`src/rtl/mux_nx1_pkg.sv`:
```
// Shared constants and helpers for the N-to-1 registered mux with round-robin arbitration.
package mux_nx1_pkg;

    localparam logic MODE_FIXED = 1'b0;
    localparam logic MODE_RR    = 1'b1;

    // Next channel index, wrapping at n (not at the next power of two).
    function automatic int unsigned next_idx(input int unsigned idx, input int unsigned n);
        return (idx + 1 >= n) ? 32'd0 : idx + 1;
    endfunction

endpackage

```
`src/rtl/rr_arbiter.sv`:
```
// Rotating-priority arbiter: the search starts just after the last granted channel.
module rr_arbiter
    import mux_nx1_pkg::*;
#(
    parameter int unsigned N = 4,
    localparam int unsigned SEL_W = $clog2(N)
) (
    input  logic             clock,
    input  logic             reset_b,
    input  logic [N-1:0]     req,
    input  logic             advance,
    input  logic [SEL_W-1:0] gnt_in,
    output logic [SEL_W-1:0] gnt,
    output logic             gnt_vld
);

    logic [SEL_W-1:0] ptr_q;
    logic [SEL_W-1:0] idx;

    // Pointer remembers the last granted channel; reset to N-1 so channel 0 is searched first.
    always_ff @(posedge clock or negedge reset_b) begin
        if (!reset_b) begin
            ptr_q <= SEL_W'(N - 1);
        end else if (advance) begin
            ptr_q <= gnt_in;
        end
    end

    // Scan ptr+1, ptr+2, ... modulo N; the first requester wins.
    always_comb begin
        gnt     = '0;
        gnt_vld = 1'b0;
        idx     = ptr_q;
        for (int unsigned k = 0; k < N; k++) begin
            idx = SEL_W'(next_idx(32'(idx), N));
            if (!gnt_vld && req[idx]) begin
                gnt     = idx;
                gnt_vld = 1'b1;
            end
        end
    end

endmodule

```
`src/rtl/mux_nx1_rr.sv`:
```
// N-channel registered mux with valid/ready handshakes; fixed-select or round-robin mode.
module mux_nx1_rr
    import mux_nx1_pkg::*;
#(
    parameter int unsigned WIDTH = 8,
    parameter int unsigned N     = 4,
    localparam int unsigned SEL_W = $clog2(N)
) (
    input  logic               clock,
    input  logic               reset_b,
    input  logic               mode,
    input  logic [SEL_W-1:0]   select,
    input  logic [N*WIDTH-1:0] in_data,
    input  logic [N-1:0]       in_valid,
    output logic [N-1:0]       in_ready,
    output logic [WIDTH-1:0]   m_out,
    output logic               m_valid,
    input  logic               m_ready,
    output logic [SEL_W-1:0]   m_chan
);

    logic             accept;
    logic             fix_vld;
    logic [SEL_W-1:0] rr_gnt;
    logic             rr_vld;
    logic [SEL_W-1:0] gnt;
    logic             gnt_vld;
    logic             advance;
    logic [WIDTH-1:0] gnt_data;

    // Output register is free, or its beat leaves this cycle.
    assign accept = !m_valid || m_ready;

    // Out-of-range select (non-power-of-two N) never grants.
    assign fix_vld = (32'(select) < N) && in_valid[select];

    // Pointer only moves on a real round-robin transfer.
    assign advance = accept && rr_vld && (mode == MODE_RR);

    rr_arbiter #(
        .N (N)
    ) u_rr_arbiter (
        .clock   (clock),
        .reset_b (reset_b),
        .req     (in_valid),
        .advance (advance),
        .gnt_in  (rr_gnt),
        .gnt     (rr_gnt),
        .gnt_vld (rr_vld)
    );

    // Pick the grant source for the current mode.
    always_comb begin
        if (mode == MODE_RR) begin
            gnt     = rr_gnt;
            gnt_vld = rr_vld;
        end else begin
            gnt     = select;
            gnt_vld = fix_vld;
        end
    end

    assign gnt_data = in_data[32'(gnt) * WIDTH +: WIDTH];

    // One-hot ready toward the granted channel, only when the output can take a beat.
    always_comb begin
        in_ready = '0;
        for (int unsigned i = 0; i < N; i++) begin
            in_ready[i] = accept && gnt_vld && (32'(gnt) == i);
        end
    end

    // Output stage: load on grant, drain when idle, hold under backpressure.
    always_ff @(posedge clock or negedge reset_b) begin
        if (!reset_b) begin
            m_out   <= '0;
            m_valid <= 1'b0;
            m_chan  <= '0;
        end else if (accept) begin
            if (gnt_vld) begin
                m_out   <= gnt_data;
                m_chan  <= gnt;
                m_valid <= 1'b1;
            end else begin
                m_valid <= 1'b0;
            end
        end
    end

endmodule

```
`config.mk`:
```
export PLATFORM = sky130hd
export DESIGN_NAME = mux_nx1_rr
export DESIGN_NICKNAME = d
export VERILOG_FILES = /design/src/rtl/mux_nx1_pkg.sv /design/src/rtl/rr_arbiter.sv /design/src/rtl/mux_nx1_rr.sv
export SDC_FILE = /design/constraint.sdc
export NUM_CORES = 1
export LEC_CHECK = 0
export CAP_MARGIN = 5
export CORE_ASPECT_RATIO = 0.6
export CORE_MARGIN = 1
export CORE_UTILIZATION = 36
export CTS_CLUSTER_SIZE = 12
export DETAILED_ROUTE_END_ITERATION = 8
export PLACE_DENSITY = 0.75
export SLEW_MARGIN = 20
export SYNTH_ARGS = -nofsm -noshare
export SYNTH_HDL_FRONTEND = slang
export SYNTH_SLANG_ARGS = --single-unit
```
`constraint.sdc`:
```
create_clock -name clock -period 3.1 [get_ports clock]
set_input_delay 0.775 -clock clock [delete_from_list [all_inputs] [get_ports clock]]
set_output_delay 0.775 -clock clock [all_outputs]
set_load 0.05 [all_outputs]
```
# Yosys cells after proc, flatten, opt, wreduce, memory -nomap -nowiden

Cells that the tools add are included.

Register bits after elaboration: 13
Bits of input ports: 42
Output and inout port bits: 15
Logic and storage cells: 63

Add/sub/neg operators: 4
$lt $le $gt $ge: 9
Equal/unequal tests: 3
Shifts and indexed selects: 1
Muxes and demuxes: 25
Reductions and logical operators: 17

Operator list:

| operator                                            | number |
|---|---|
| variable part select 32 x 6 -> 8 bit                | 1 |
| two-way mux 2 bit                                   | 9 |
| < comparator 2 x 3 -> 1 bit (second input constant) | 5 |
| adder 2 x 1 -> 3 bit (second input constant)        | 4 |
| >= comparator 3 bit (second input constant)         | 4 |
| two-way mux 1 bit                                   | 11 |
| binary-select mux 1 bit (select 2 bit)              | 5 |
| logical AND 1 bit                                   | 10 |
| == test 2 bit (second input constant)               | 2 |
| zero test 1 bit                                     | 4 |
| == test 2 x 1 -> 1 bit (second input constant)      | 1 |
| zero test 2 bit                                     | 1 |
| AND reduction 2 bit                                 | 1 |
| logical OR 1 bit                                    | 1 |

# Depth between registers and ports, before layout

Gate-level depths: netlist (run 1).

Depth in word-level cells: 19
Depth in mapped cells: 10
Gate-level depth less buffers: 7

# Modules after synthesis

A second synthesis (run 1) with hierarchy kept.

Cell total of the unflattened synthesis: 100
Area, all modules: 1142.3 µm²

By module, submodules not included:

| module     | instances | cells each | area each (µm²) | seq. area each (µm²) |
|---|---|---|---|---|
| mux_nx1_rr | 1         | 46         | 720.7           | 275.3 |
| rr_arbiter | 1         | 54         | 421.7           | 52.6 |

# Least setup slack after synthesis (run 1)

No wires, ideal clock.

Kind: input port to output port
Start point: input in_valid[3]
End point: output in_ready[1]
Arrival time: 2886 ps
Required time: 2325 ps
Slack: -561 ps
Stages on the path: 9
Buffers on the path: 3
Cells stage by stage: buf_2 -> and2b_1 -> mux4_2 -> and2_4 -> a211oi_2 -> buf_6 -> buf_12 -> nand2_1 -> nor2_1

Word-level cells in the longest chain between the ends: 15
Elaborated cells on any way between the ends: 29
Classes of those cells: eq/ne (1); mux (20); reduce/logical (8)

RTL lines:

| item                                                        | RTL line         | RTL |
|---|---|---|
| from (decl)                                                 | mux_nx1_rr.sv:14 | `input logic [N-1:0] in_valid,` |
| binary-select mux 1 bit (select 2 bit)                      | rr_arbiter.sv:36 | `if (!gnt_vld && req[idx]) begin` |
| two-way mux 1 bit (implied by the code)                     | rr_arbiter.sv:36 |  |
| two-way mux 1 bit                                           | rr_arbiter.sv:36 |  |
| zero test 1 bit                                             | rr_arbiter.sv:36 |  |
| logical AND 1 bit                                           | rr_arbiter.sv:36 |  |
| two-way mux 1 bit                                           | rr_arbiter.sv:36 |  |
| zero test 1 bit                                             | rr_arbiter.sv:36 |  |
| logical AND 1 bit                                           | rr_arbiter.sv:36 |  |
| two-way mux 1 bit                                           | rr_arbiter.sv:36 |  |
| zero test 1 bit                                             | rr_arbiter.sv:36 |  |
| logical AND 1 bit                                           | rr_arbiter.sv:36 |  |
| two-way mux 2 bit or two-way mux 1 bit (tied branches)      | rr_arbiter.sv:36 |  |
| two-way mux 2 bit or two-way mux 1 bit (tied branches)      | mux_nx1_rr.sv:54 | `if (mode == MODE_RR) begin` |
| == test 2 x 1 -> 1 bit or logical AND 1 bit (tied branches) | mux_nx1_rr.sv:69 | `in_ready[i] = accept && gnt_vld && (32'(gnt) == i);` |
| logical AND 1 bit *                                         | mux_nx1_rr.sv:69 |  |
| to (decl)                                                   | mux_nx1_rr.sv:15 | `output logic [N-1:0] in_ready,` |

Mark *: on every way between the ends. The rest lies on a longest branch, timed or not. The select of a mux whose other input is x is not followed.

# Final worst setup path (run 1)

Start point: input in_valid[3]
End point: output in_ready[3]

Word-level cells in the longest chain between the ends: 15
Elaborated cells on any way between the ends: 29
Classes of those cells: eq/ne (1); mux (20); reduce/logical (8)

RTL lines:

| item                                                   | RTL line |
|---|---|
| binary-select mux 1 bit (select 2 bit)                 | rr_arbiter.sv:36 |
| two-way mux 1 bit (implied by the code)                | rr_arbiter.sv:36 |
| two-way mux 1 bit                                      | rr_arbiter.sv:36 |
| zero test 1 bit                                        | rr_arbiter.sv:36 |
| logical AND 1 bit                                      | rr_arbiter.sv:36 |
| two-way mux 1 bit                                      | rr_arbiter.sv:36 |
| zero test 1 bit                                        | rr_arbiter.sv:36 |
| logical AND 1 bit                                      | rr_arbiter.sv:36 |
| two-way mux 1 bit                                      | rr_arbiter.sv:36 |
| zero test 1 bit                                        | rr_arbiter.sv:36 |
| logical AND 1 bit                                      | rr_arbiter.sv:36 |
| two-way mux 2 bit or two-way mux 1 bit (tied branches) | rr_arbiter.sv:36 |
| two-way mux 2 bit or two-way mux 1 bit (tied branches) | mux_nx1_rr.sv:54 |
| == test 2 bit or logical AND 1 bit (tied branches)     | mux_nx1_rr.sv:69 |
| logical AND 1 bit *                                    | mux_nx1_rr.sv:69 |

Marked as above.

==> summary.md, run 1 <==
| Metric | Value |
|---|---|
| Sink Count | `13` |
| Layout area overhead | `73.26%` |
| Relative slew margins | `roughly 60%` |
| GP Congestion | `between 0.8 and 0.9` |
| Ys async rst share | `between 90% and 100%` |
| Simple-gate share of the synthesized area | `approximately 25%` |
| Antenna violations before repair | `0` |
| Status | `finished, violations left` |
| First-pass GRT wire length | `5099 µm` |
| Worst-Margin Slew | `about 0.61 ns` |
| Mux share of post-synthesis cell area | `20.56%` |
| Core Footprint | `just under 3000 µm²` |
| Largest family of logic cells by synthesized area | `simple AND/OR/NAND/NOR gates` |
| Synth top area cells | `dfrtp_1, mux2i_1, o221ai_1` |
| DP Cell Count | `approximately 230` |
| CP max FO | `3` |
| Vias/cell | `about 5.0` |
| Post-synth EDFFs | `0` |
| First-iteration detailed-routing DRC count | `48` |
| DRC errors left | `0` |
| Largest area contributor in the netlist | `dfrtp_1` |
| Cell variety after synth | `34` |
| Adder-cell share of the synthesized area | `1.124%` |
| Cell Count, Final, Fillers Out | `roughly 240` |
| Clock Tree Root | `clkbuf_8` |
| Final HPWL DP | `2796 µm` |
| Slowest cell on crit path | `mux4_2` |
| Row count | `15` |
| Port Buffers | `56` |
| Total gr overflow | `0` |
| Failing checks | `negative setup slack` |
| # Max-Cap Violations | `0` |
| Final worst-path cycle share | `105.0%` |
| CP peak stage delay | `approximately 0.48 ns` |
| Register area | `approximately 330 µm²` |
| Synth Net Count | `approximately 170` |
| Final Slew Violations | `0` |
| Worst VDD drop | `between 600 and 700 µV` |
| CTS buffer count | `3` |
| Area of the multi-input gates | `around 760 µm²` |
| Req. time, crit path | `about 2.3 ns` |
| Synth Area in XOR/XNOR | `0.7865%` |
| CP Launch Type | `primary input` |
| Hold violation total from the final report | `0` |
| Reg2reg setup slack | `about 0.38 ns` |
| Final wirelength | `about 3500 µm` |
| Initial Util | `between 30% and 40%` |
| PwrDens | `roughly 800 nW/µm²` |
| Layout cells sized above 1 | `between 20% and 30%` |
| Synth warn | `0` |
| Sequential element share of the synthesized area | `slightly below 30%` |
| # setup viols final | `4` |
| Die width | `~74 µm` |
| Crit end category | `output pin` |
| I/O pins | `57` |
| Post-layout min period | `3.255 ns` |
| ANT cells | `0` |
| Drt first pass iters | `4` |
| Skew final | `about 0.0020 ns` |
| GRT Overall Usage | `between 20% and 30%` |
| Number of synthesized register bits | `13` |
| Post-synthesis compound-gate area fraction | `about 15%` |
| Largest net degree at the start of global routing | `17` |
| Avg Cell Area, Syn | `~9 µm²` |
| Max Clk Rate | `between 0.3 and 0.4 GHz` |
| Post-route ant nets | `0` |
| Die Span Y | `45.08 µm` |
| Yosys top cell area share | `about a quarter` |
| Commonest cells post-synth | `nand2_1, mux2i_1, nor2_1` |
| Fill count | `approximately 240` |
| Crit path DAT | `2.48 ns` |
| Area after DPL | `between 1500 and 2000 µm²` |
| TritonCTS clock tree | `built` |
| Crit path buffers/inverters | `3` |
| Worst hold path class | `reg2reg` |
| H-tree Lvls | `1` |
| Clk Latency, worst-skew pair | `approximately 0.24 ns` |
| Power, Total | `~1.5 mW` |
| Design area | `approximately 1900 µm²` |
| Clock-pin slew on the worst setup and hold paths | `0.06 ns` |
| Wire length per cell | `roughly 15 µm` |
| Worst path top cell family by delay | `simple AND/OR/NAND/NOR gates` |
| Post-Syn Area | `around 1100 µm²` |
| Critical-path cell list | `clkdlybuf4s15_2 -> and2b_4 -> mux4_2 -> and2_4 -> a211oi_4 -> buf_6 -> nand2_8 -> nor2_4 -> buf_12` |
| Leak | `slightly above 0.8 nW` |
| Top FF cell, synth | `dfrtp_1` |
| Cell count after synthesis | `about 130` |
| Final worst slack | `-0.1546 ns` |
| Full die area | `3327 µm²` |
| Vias | `1195` |
| CTS Buffer Depth | `2` |
| Most common cell in the netlist | `nand2_1` |
| Final Util | `66.32%` |
| RSZ-0062 raised after global routing | `true` |
| Via count of the first global-routing pass | `roughly 1100` |
| Setup CP Type | `in2out` |
| Nets@finish | `around 240` |
logic make-up (layout without fill, tap and decap cells):
| kind of cell | after synthesis | in the layout |
|---|---|---|
| AO/OA/AOI/OAI | 23 | 23 |
| multiplexers | 20 | 20 |
| adder cells (fa/ha/maj) | 1 | 1 |
| buffers and inverters | 13 | 82 |
| flip-flops | 13 | 13 |
| AND/OR/NAND/NOR | 55 | 55 |
| XOR/XNOR | 1 | 1 |
final timing paths:
kind,end,from,depth (start not counted)
setup / recovery,in_ready[3],in_valid[3],9
hold / removal,m_chan[0]$_DFFE_PN0P_,m_chan[0]$_DFFE_PN0P_,2
setup reg to reg,m_out[7]$_DFFE_PN0P_,u_rr_arbiter.ptr_q[1]$_DFFE_PN1P_,9
hold reg to reg,m_chan[0]$_DFFE_PN0P_,m_chan[0]$_DFFE_PN0P_,2
max in group asynchronous,m_chan[1]$_DFFE_PN0P_,reset_b,1
min in group asynchronous,m_out[1]$_DFFE_PN0P_,reset_b,1
layout make-up:
type | count | share of cell area (%)
multi-input cells | 100 | 39.62
repair buffers | 76 | 37.94
flip-flops and latches | 13 | 16.99
well taps | 42 | 2.724
clock buffers | 4 | 2.335
inverters | 2 | 0.3891
state kept, by name (all words and copies together), names as in the netlist:
signal	flops
m_chan	2
m_out	8
m_valid	1
u_rr_arbiter.ptr_q	2
layout by cell type (no fill, tap or decap), types with 2 or more instances in the layout:
master           netlist  final
clkdlybuf4s50_1        0     47
buf_4                  0     21
nand2_1               21     20
mux2i_1               18     17
dfrtp_1               11     11
o221ai_1              10     10
nor2_1                12      8
o21ai_0                6      5
nand2b_1               4      4
nor3b_1                3      3
nor2b_1                4      3
clkbuf_8               0      3
clkdlybuf4s15_2        0      3
nand4b_1               2      2
nand3_1                2      2
inv_1                  2      2
and2b_1                2      2
mux4_2                 1      2
nor2_2                 0      2
nor2_4                 0      2
buf_12                 1      2
dfstp_2                2      2
layer usage:
layer	global-route usage [%]	part of all wire [%]	up-vias
met1	28.39	46	571
met3	2.902	2.7	2
li1	-	-	592
met5	0	0	-
met2	36.88	51	30
met4	2.308	0.20	0
per-stage QoR:
stage	setup slack (ns)	TNS (ns)	hold slack, ns
2_1_floorplan	-0.1797	-0.5465	0.4609
3_3_place_gp	-0.4286	-1.566	0.4617
3_5_place_dp	-0.5058	-2.452	0.4652
4_1_cts	-0.1781	-0.6341	0.4909
5_1_grt	-0.2123	-0.7429	0.5093
6_report	-0.1546	-0.4745	0.4879
where the power goes:
part           internal, mW  total, mW  switching (mW)
Combinational         0.473       1.09           0.621
Sequential            0.253      0.300          0.0475
Clock                0.0907      0.151          0.0605
Total                 0.816       1.55           0.729
worst min-delay path, delay by kind of cell, from the launching register on:
family	cells	cell delay (ns)
simple gates	2	0.10
flops	1	0.35
timing repair:
item	4_1_cts	5_1_grt
buffers inserted	2	2
gates resized for setup	18	1
endpoints found under the setup margin	4	4
hold buffers	0	0
pin swaps	6	2
No activity file was read; power rests on OpenSTA's default activity.
==> run 2, diff against run 1 <==
- CORE_MARGIN: 1 -> 2
- PLACE_DENSITY: 0.75 -> 0.74
- RECOVER_POWER: default -> 100
- SYNTH_HIERARCHICAL: default -> 1
==> run 2 against run 1 <==
Against the previous run:
- the run still ends with negative setup slack left
- largest cell class unchanged
- clock power up 4%
- largest power group unchanged
- setup slack got worse by 0.16 ns
- worst hold slack improved by 0.012 ns
==> summary.md, run 2 <==
| Metric | Value |
|---|---|
| Slowest cell on crit path | `dfstp_2` |
| Cell variety after synth | `37 (+8.8%)` |
| TritonCTS clock tree | `built` |
| Relative slew margins | `58.04% (-1.5 points)` |
| Number of synthesized register bits | `13 (unchanged)` |
| Avg Cell Area, Syn | `11.42 µm² (+29%)` |
| Sequential element share of the synthesized area | `28.70% (-0.74 points)` |
| DP Cell Count | `217 (-5.2%)` |
| Full die area | `3655 µm² (+9.9%)` |
| Synth warn | `6 (+6)` |
| Post-Syn Area | `1142 µm² (+2.6%)` |
| Synth top area cells | `dfrtp_1, mux4_1, mux2_2` |
| GP Congestion | `1.007 (+21%)` |
| Final Slew Violations | `0 (unchanged)` |
| Largest net degree at the start of global routing | `18 (+1)` |
| Commonest non-fill, non-tap cell in the layout | `clkdlybuf4s50_1` |
| Critical-path cell list | `buf_12 -> mux4_2 -> o21ai_0 -> o31ai_2 -> nor3_4 -> mux2i_4 -> nor3_4 -> buf_12` |
| PwrDens | `1018 nW/µm² (+27%)` |
| Wire length per cell | `17.17 µm (+18%)` |
| Crit path DAT | `2.64 ns (+0.16 ns)` |
| Largest family of logic cells by synthesized area | `multiplexers` |
| Most common cell in the netlist | `mux2_2` |
| # Max-Cap Violations | `0 (unchanged)` |
| Core Footprint | `2947 µm² (+1.3%)` |
| Post-synthesis compound-gate area fraction | `10.19% (-5.2 points)` |
| Drt first pass iters | `4 (unchanged)` |
| Leak | `0.8791 nW (+6.2%)` |
| Post-layout min period | `3.416 ns (+0.1614 ns)` |
| Power, Total | `2.175 mW (+41%)` |
| Top FF cell, synth | `dfrtp_1` |
| Nets@finish | `226 (-5.4%)` |
| Worst-Margin Slew | `0.6273 ns (+0.02221 ns)` |
| Layout cells sized above 1 | `41.21% (+18 points)` |
| Leading cell types in the layout, fill and taps excluded | `clkdlybuf4s50_1, buf_4, mux2_2, dlygate4sd3_1, dfrtp_1` |
| ANT cells | `0 (unchanged)` |
| Crit end category | `output pin` |
| CTS Buffer Depth | `2 (unchanged)` |
| Max FFs per register | `8 (unchanged)` |
| Commonest cells post-synth | `mux2_2, dfrtp_1, mux4_1` |
| Clock Tree Root | `clkbuf_8` |
| DRC errors left | `0 (unchanged)` |
| Antenna violations before repair | `0 (unchanged)` |
| Area after DPL | `1982 µm² (+8.4%)` |
| DP Worst Slack | `-0.6484 ns (-0.1426 ns)` |
| Die width | `76.73 µm (+4.0%)` |
| Synth Net Count | `143 (-15%)` |
| Setup CP Type | `reg2out` |
| First-iteration detailed-routing DRC count | `41 (-15%)` |
| Top flop regs | `m_out x8, m_chan x2, u_rr_arbiter/ptr_q x2` |
| Worst VDD drop | `466.5 µV (-25%)` |
| Design area | `2136 µm² (+11%)` |
| Simple-gate share of the synthesized area | `14.02% (-11 points)` |
| Skew final | `0.007091 ns (+0.005043 ns)` |
| First-pass GRT wire length | `5754 µm (+13%)` |
| Worst path top cell family by delay | `multiplexers` |
| Largest area contributor in the netlist | `dfrtp_1` |
| Failing checks | `negative setup slack` |
| Status | `finished, violations left` |
| RSZ-0062 raised after global routing | `true` |
| Cell Count, Final, Fillers Out | `224 (-5.5%)` |
| Final hold slack | `0.4998 ns (+0.01190 ns)` |
| Sink Count | `13 (unchanged)` |
| I/O pins | `57 (unchanged)` |
| # setup viols final | `12 (+8)` |
| Hold violation total from the final report | `0 (unchanged)` |
| GRT Overall Usage | `20.63% (-0.20 points)` |
| Synth Area in XOR/XNOR | `0% (-0.79 points)` |
| Reg with most FFs | `m_out` |
| Via count of the first global-routing pass | `1146 (+4.0%)` |
| Vias/cell | `5.344 (+6.0%)` |
| Clk Latency, worst-skew pair | `0.25 ns (about the same)` |
| Total gr overflow | `0 (unchanged)` |
| Layout area overhead | `86.97%` |
| Port Buffers | `56 (unchanged)` |
| Final worst-path cycle share | `110.2% (+5.2 points)` |
| Fill count | `201 (-17%)` |
| CP max FO | `17 (+14)` |
| Setup TNS | `-1.461 ns (-0.9865 ns)` |
| Final HPWL DP | `2994 µm (+7.1%)` |
| H-tree Lvls | `1 (unchanged)` |
| Initial Util | `38.77% (+0.49 points)` |
| Clock-pin slew on the worst setup and hold paths | `0.06 ns (about the same)` |
| CP Launch Type | `flip-flop` |
| Crit path buffers/inverters | `2 (-1)` |
| Cell count after synthesis | `100 (-21%)` |
| Ys async rst share | `100.0% (unchanged)` |
| Post-route ant nets | `0 (unchanged)` |
| CP peak stage delay | `0.58 ns (+0.10 ns)` |
| Hold_buf cts | `0 (unchanged)` |
| Mux share of post-synthesis cell area | `41.51% (+21 points)` |
| Row count | `15 (unchanged)` |
| Die Span Y | `47.64 µm (+5.7%)` |
| Post-synth EDFFs | `0 (unchanged)` |
| Final wirelength | `3847 µm (+11%)` |
| Yosys top cell area share | `24.10% (-0.62 points)` |
| Final worst slack | `-0.3160 ns (-0.1614 ns)` |
| Max Clk Rate | `0.2927 GHz (-4.7%)` |
| Vias | `1197 (+0.17%)` |
| Adder-cell share of the synthesized area | `1.095% (-0.028 points)` |
| Req. time, crit path | `2.32 ns (about the same)` |
| Worst hold path class | `reg2reg` |
| CTS buffer count | `3 (unchanged)` |
| Final Util | `72.48% (+6.2 points)` |
## run 2: cell types whose count changed after synthesis, moves of 4 or more
cell / change
mux2i_1: -14
nor2_1: -7
mux2_2: +13
nand2_1: -17
nor3_1: +6
mux4_1: +6
nor2b_1: -4
o221ai_1: -9
## run 2: per-layer routing
layer	part of all wire, %	global-route usage (%)	vias to the layer above
li1	-	-	565
met1	46	30.42	587
met2	49	34.04	45
met3	4.2	3.208	0
met4	0	2.182	0
met5	0	0	-
## run 2: power breakdown
group          internal [mW]  total, mW  switching [mW]  leakage, nW
registers              0.263      0.314          0.0508        0.149
logic                  0.813       1.70           0.891        0.707
clock network         0.0909      0.157          0.0663       0.0228
total                   1.17       2.18            1.01        0.879
## run 2: cells by family (layout without fill, tap and decap cells)
logic type	Yosys count	in the layout
adder cells (fa/ha/maj)	1	1
AO/OA/AOI/OAI	18	18
buffers and inverters	10	92
flip-flops	13	13
multiplexers	29	29
AND/OR/NAND/NOR	29	29
## run 2: final timing paths
path                                                   start  slack [ns]  cells past startpoint                   end
max                        u_rr_arbiter/ptr_q[0]$_DFFE_PN1P_       -0.32                      8           in_ready[1]
min                                     m_out[1]$_DFFE_PN0P_        0.50                      1  m_out[1]$_DFFE_PN0P_
max reg2reg                u_rr_arbiter/ptr_q[0]$_DFFE_PN1P_       -0.08                      9  m_out[3]$_DFFE_PN0P_
min reg2reg                             m_out[1]$_DFFE_PN0P_        0.50                      1  m_out[1]$_DFFE_PN0P_
max in group asynchronous                            reset_b        1.71                      1  m_out[2]$_DFFE_PN0P_
min in group asynchronous                            reset_b        0.99                      1  m_out[6]$_DFFE_PN0P_
## run 2: cell type report
class	count	area, µm²	share of cell area (%)
Inverter	3	13.76	0.6444
Sequential cell	13	327.8	15.35
Clock buffer	4	45.04	2.109
Multi-Input combinational cell	77	883.3	41.36
Timing Repair Buffer	85	813.3	38.08
Tap cell	42	52.55	2.460
## run 2: worst register-to-register path, stage by stage, from the launching register on
cell	delay, ns
dfstp_2	0.58
ha_4	0.18
mux4_2	0.55
o21ai_1	0.25
nor3_4	0.08
mux2i_4	0.26
buf_4	0.19
buf_4	0.14
mux4_1	0.55
mux2_2	0.28
## run 2: timing repair
| item | 4_1_cts | 5_1_grt |
|---|---|---|
| pin swaps | 6 | 8 |
| resized for setup | 25 | 8 |
| buffers inserted | 2 | 1 |
| setup endpoints to repair | 12 | 12 |
==> run 3, diff against run 2 <==
- CELL_PAD_IN_SITES_DETAIL_PLACEMENT: default -> 0
- CELL_PAD_IN_SITES_GLOBAL_PLACEMENT: default -> 2
- CORE_UTILIZATION: 36 -> 21
- PLACE_DENSITY: 0.74 -> 0.73
==> run 3 against run 2 <==
Against the previous run:
- the flow still finishes with violations (negative setup slack)
- core utilization fell by 31 points
- via count fell by 1.3%
- critical path depth rose by 1
- combinational power barely moved
- non-clock buffer count rose by 5
- sequential cell count did not move
- sequential share of layout area barely moved
- power fell by 0.75%
- critical path type unchanged
- count of clock-buffer cells in the layout did not move
- clock skew rose by 0.0032 ns
==> summary.md, run 3 (same netlist as run 2, synthesis figures left out) <==
| Metric | Value |
|---|---|
| Relative slew margins | `53.75% (-4.3 points)` |
| Max Clk Rate | `0.2961 GHz (+1.2%)` |
| Req. time, crit path | `2.32 ns (about the same)` |
| Cell Count, Final, Fillers Out | `253 (+13%)` |
| Final worst-path cycle share | `108.9% (-1.3 points)` |
| CP peak stage delay | `0.56 ns (-0.02 ns)` |
| Sink Count | `13 (unchanged)` |
| Initial Util | `22.16% (-17 points)` |
| DRC errors left | `0 (unchanged)` |
| GP Congestion | `0.9270 (-8.0%)` |
| Layout area overhead | `87.29%` |
| Nets@finish | `231 (+2.2%)` |
| CTS buffer count | `3 (unchanged)` |
| Design area | `2140 µm² (+0.18%)` |
| Final wirelength | `4090 µm (+6.3%)` |
| Crit path buffers/inverters | `3 (+1)` |
| CTS Buffer Depth | `2 (unchanged)` |
| Final worst slack | `-0.2771 ns (+0.03893 ns)` |
| Clock-pin slew on the worst setup and hold paths | `0.06 ns (about the same)` |
| TritonCTS clock tree | `built` |
| Crit path DAT | `2.60 ns (-0.04 ns)` |
| First-iteration detailed-routing DRC count | `82 (+100%)` |
| Port Buffers | `56 (unchanged)` |
| Area after DPL | `2042 µm² (+3.0%)` |
| Failing checks | `negative setup slack` |
| Final HPWL DP | `3269 µm (+9.2%)` |
| H-tree Lvls | `1 (unchanged)` |
| Layout cells sized above 1 | `42.25% (+1.0 points)` |
| First-pass GRT wire length | `6037 µm (+4.9%)` |
| Worst hold path class | `reg2reg` |
| GRT Overall Usage | `12.87% (-7.8 points)` |
| Post-route ant nets | `0 (unchanged)` |
| Vias/cell | `4.668 (-13%)` |
| Core Footprint | `5155 µm² (+75%)` |
| Max FFs per register | `8 (unchanged)` |
| Commonest non-fill, non-tap cell in the layout | `clkdlybuf4s50_1` |
| Setup TNS | `-1.989 ns (-0.5277 ns)` |
| DP Cell Count | `245 (+13%)` |
| Leak | `0.8670 nW (-1.4%)` |
| Drt first pass iters | `4 (unchanged)` |
| # Max-Cap Violations | `0 (unchanged)` |
| ANT cells | `0 (unchanged)` |
| Status | `finished, violations left` |
| Vias | `1181 (-1.3%)` |
| Leading cell types in the layout, fill and taps excluded | `clkdlybuf4s50_1, buf_4, dlygate4sd3_1` |
| Clock Tree Root | `clkbuf_8` |
| RSZ-0062 raised after global routing | `true` |
| Antenna violations before repair | `0 (unchanged)` |
| Power, Total | `2.159 mW (-0.75%)` |
| CP Launch Type | `flip-flop` |
| Die width | `99.22 µm (+29%)` |
| Critical-path cell list | `ha_4 -> mux4_2 -> inv_1 -> o211ai_1 -> a31oi_1 -> mux2i_1 -> buf_4 -> nor3_4 -> buf_6` |
| DP Worst Slack | `-0.5973 ns (+0.05102 ns)` |
| I/O pins | `57 (unchanged)` |
| Post-layout min period | `3.377 ns (-0.03893 ns)` |
| Final Util | `41.50% (-31 points)` |
| Reg with most FFs | `m_out` |
| Clk Latency, worst-skew pair | `0.25 ns (about the same)` |
| Final Slew Violations | `0 (unchanged)` |
| Skew final | `0.01027 ns (+0.003175 ns)` |
| Hold violation total from the final report | `0 (unchanged)` |
| PwrDens | `1009 nW/µm² (-0.92%)` |
| Setup CP Type | `reg2out` |
| Row count | `20 (+5)` |
| Total gr overflow | `0 (unchanged)` |
| CP max FO | `5 (-12)` |
| Top flop regs | `m_out x8, m_chan x2, u_rr_arbiter/ptr_q x2` |
| Final hold slack | `0.4988 ns (-0.001003 ns)` |
| Wire length per cell | `16.17 µm (-5.9%)` |
| Crit end category | `output pin` |
| Worst path top cell family by delay | `multiplexers` |
| Full die area | `6065 µm² (+66%)` |
| Worst VDD drop | `337.8 µV (-28%)` |
| Worst-Margin Slew | `0.6937 ns (+0.06637 ns)` |
| Slowest cell on crit path | `dfstp_2` |
| Via count of the first global-routing pass | `1189 (+3.8%)` |
| # setup viols final | `12 (unchanged)` |
| Die Span Y | `61.13 µm (+28%)` |
| Largest net degree at the start of global routing | `14 (-4)` |
==> run 3: repair_timing <==
action                                  4_1_cts  5_1_grt
gates resized for setup                      21       11
endpoints found under the setup margin       12       12
pin swaps                                     4        3
setup buffers                                 3        2
hold buffers                                  0        0
==> run 3: worst paths after layout <==
path	from	slack, ns	to	cells past startpoint
max	u_rr_arbiter/ptr_q[1]$_DFFE_PN1P_	-0.28	in_ready[3]	9
min	m_chan[1]$_DFFE_PN0P_	0.50	m_chan[1]$_DFFE_PN0P_	1
max reg2reg	u_rr_arbiter/ptr_q[1]$_DFFE_PN1P_	-0.17	m_out[4]$_DFFE_PN0P_	12
min reg2reg	m_chan[1]$_DFFE_PN0P_	0.50	m_chan[1]$_DFFE_PN0P_	1
max in group asynchronous	reset_b	1.73	m_chan[0]$_DFFE_PN0P_	1
min in group asynchronous	reset_b	0.97	m_out[6]$_DFFE_PN0P_	1
==> run 3: routing by layer <==
metal / up-vias / global-route usage (%) / part of all wire, %
li1: 560 / - / -
met1: 606 / 19.05 / 49
met2: 13 / 20.75 / 50
met3: 2 / 1.589 / 1.2
met4: 0 / 2.348 / 0.24
met5: - / 0 / 0
==> run 3: power breakdown <==
| group | leakage, nW | internal, mW | total (mW) | switching, mW |
|---|---|---|---|---|
| combinational | 0.695 | 0.815 | 1.69 | 0.872 |
| clock | 0.0228 | 0.0909 | 0.157 | 0.0659 |
| sequential | 0.149 | 0.263 | 0.314 | 0.0511 |
| total | 0.867 | 1.17 | 2.16 | 0.989 |
==> run 3: worst register-to-register path, cell delays in order (launching register included) <==
cell     delay, ns
dfstp_2       0.56
ha_4          0.17
mux4_2        0.55
a21oi_2       0.13
o21ai_1       0.08
nor3_2        0.29
mux2i_4       0.16
buf_4         0.16
buf_6         0.10
buf_6         0.11
buf_4         0.15
mux4_2        0.42
mux2_2        0.28
==> run 3: area by class of cell <==
class / count / area, µm²
multi-input cells: 77 / 823.3
fillers: 503 / 3015
inverters: 3 / 13.76
flip-flops and latches: 13 / 327.8
repair buffers: 90 / 847.1
clock buffers: 4 / 45.04
well taps: 66 / 82.58
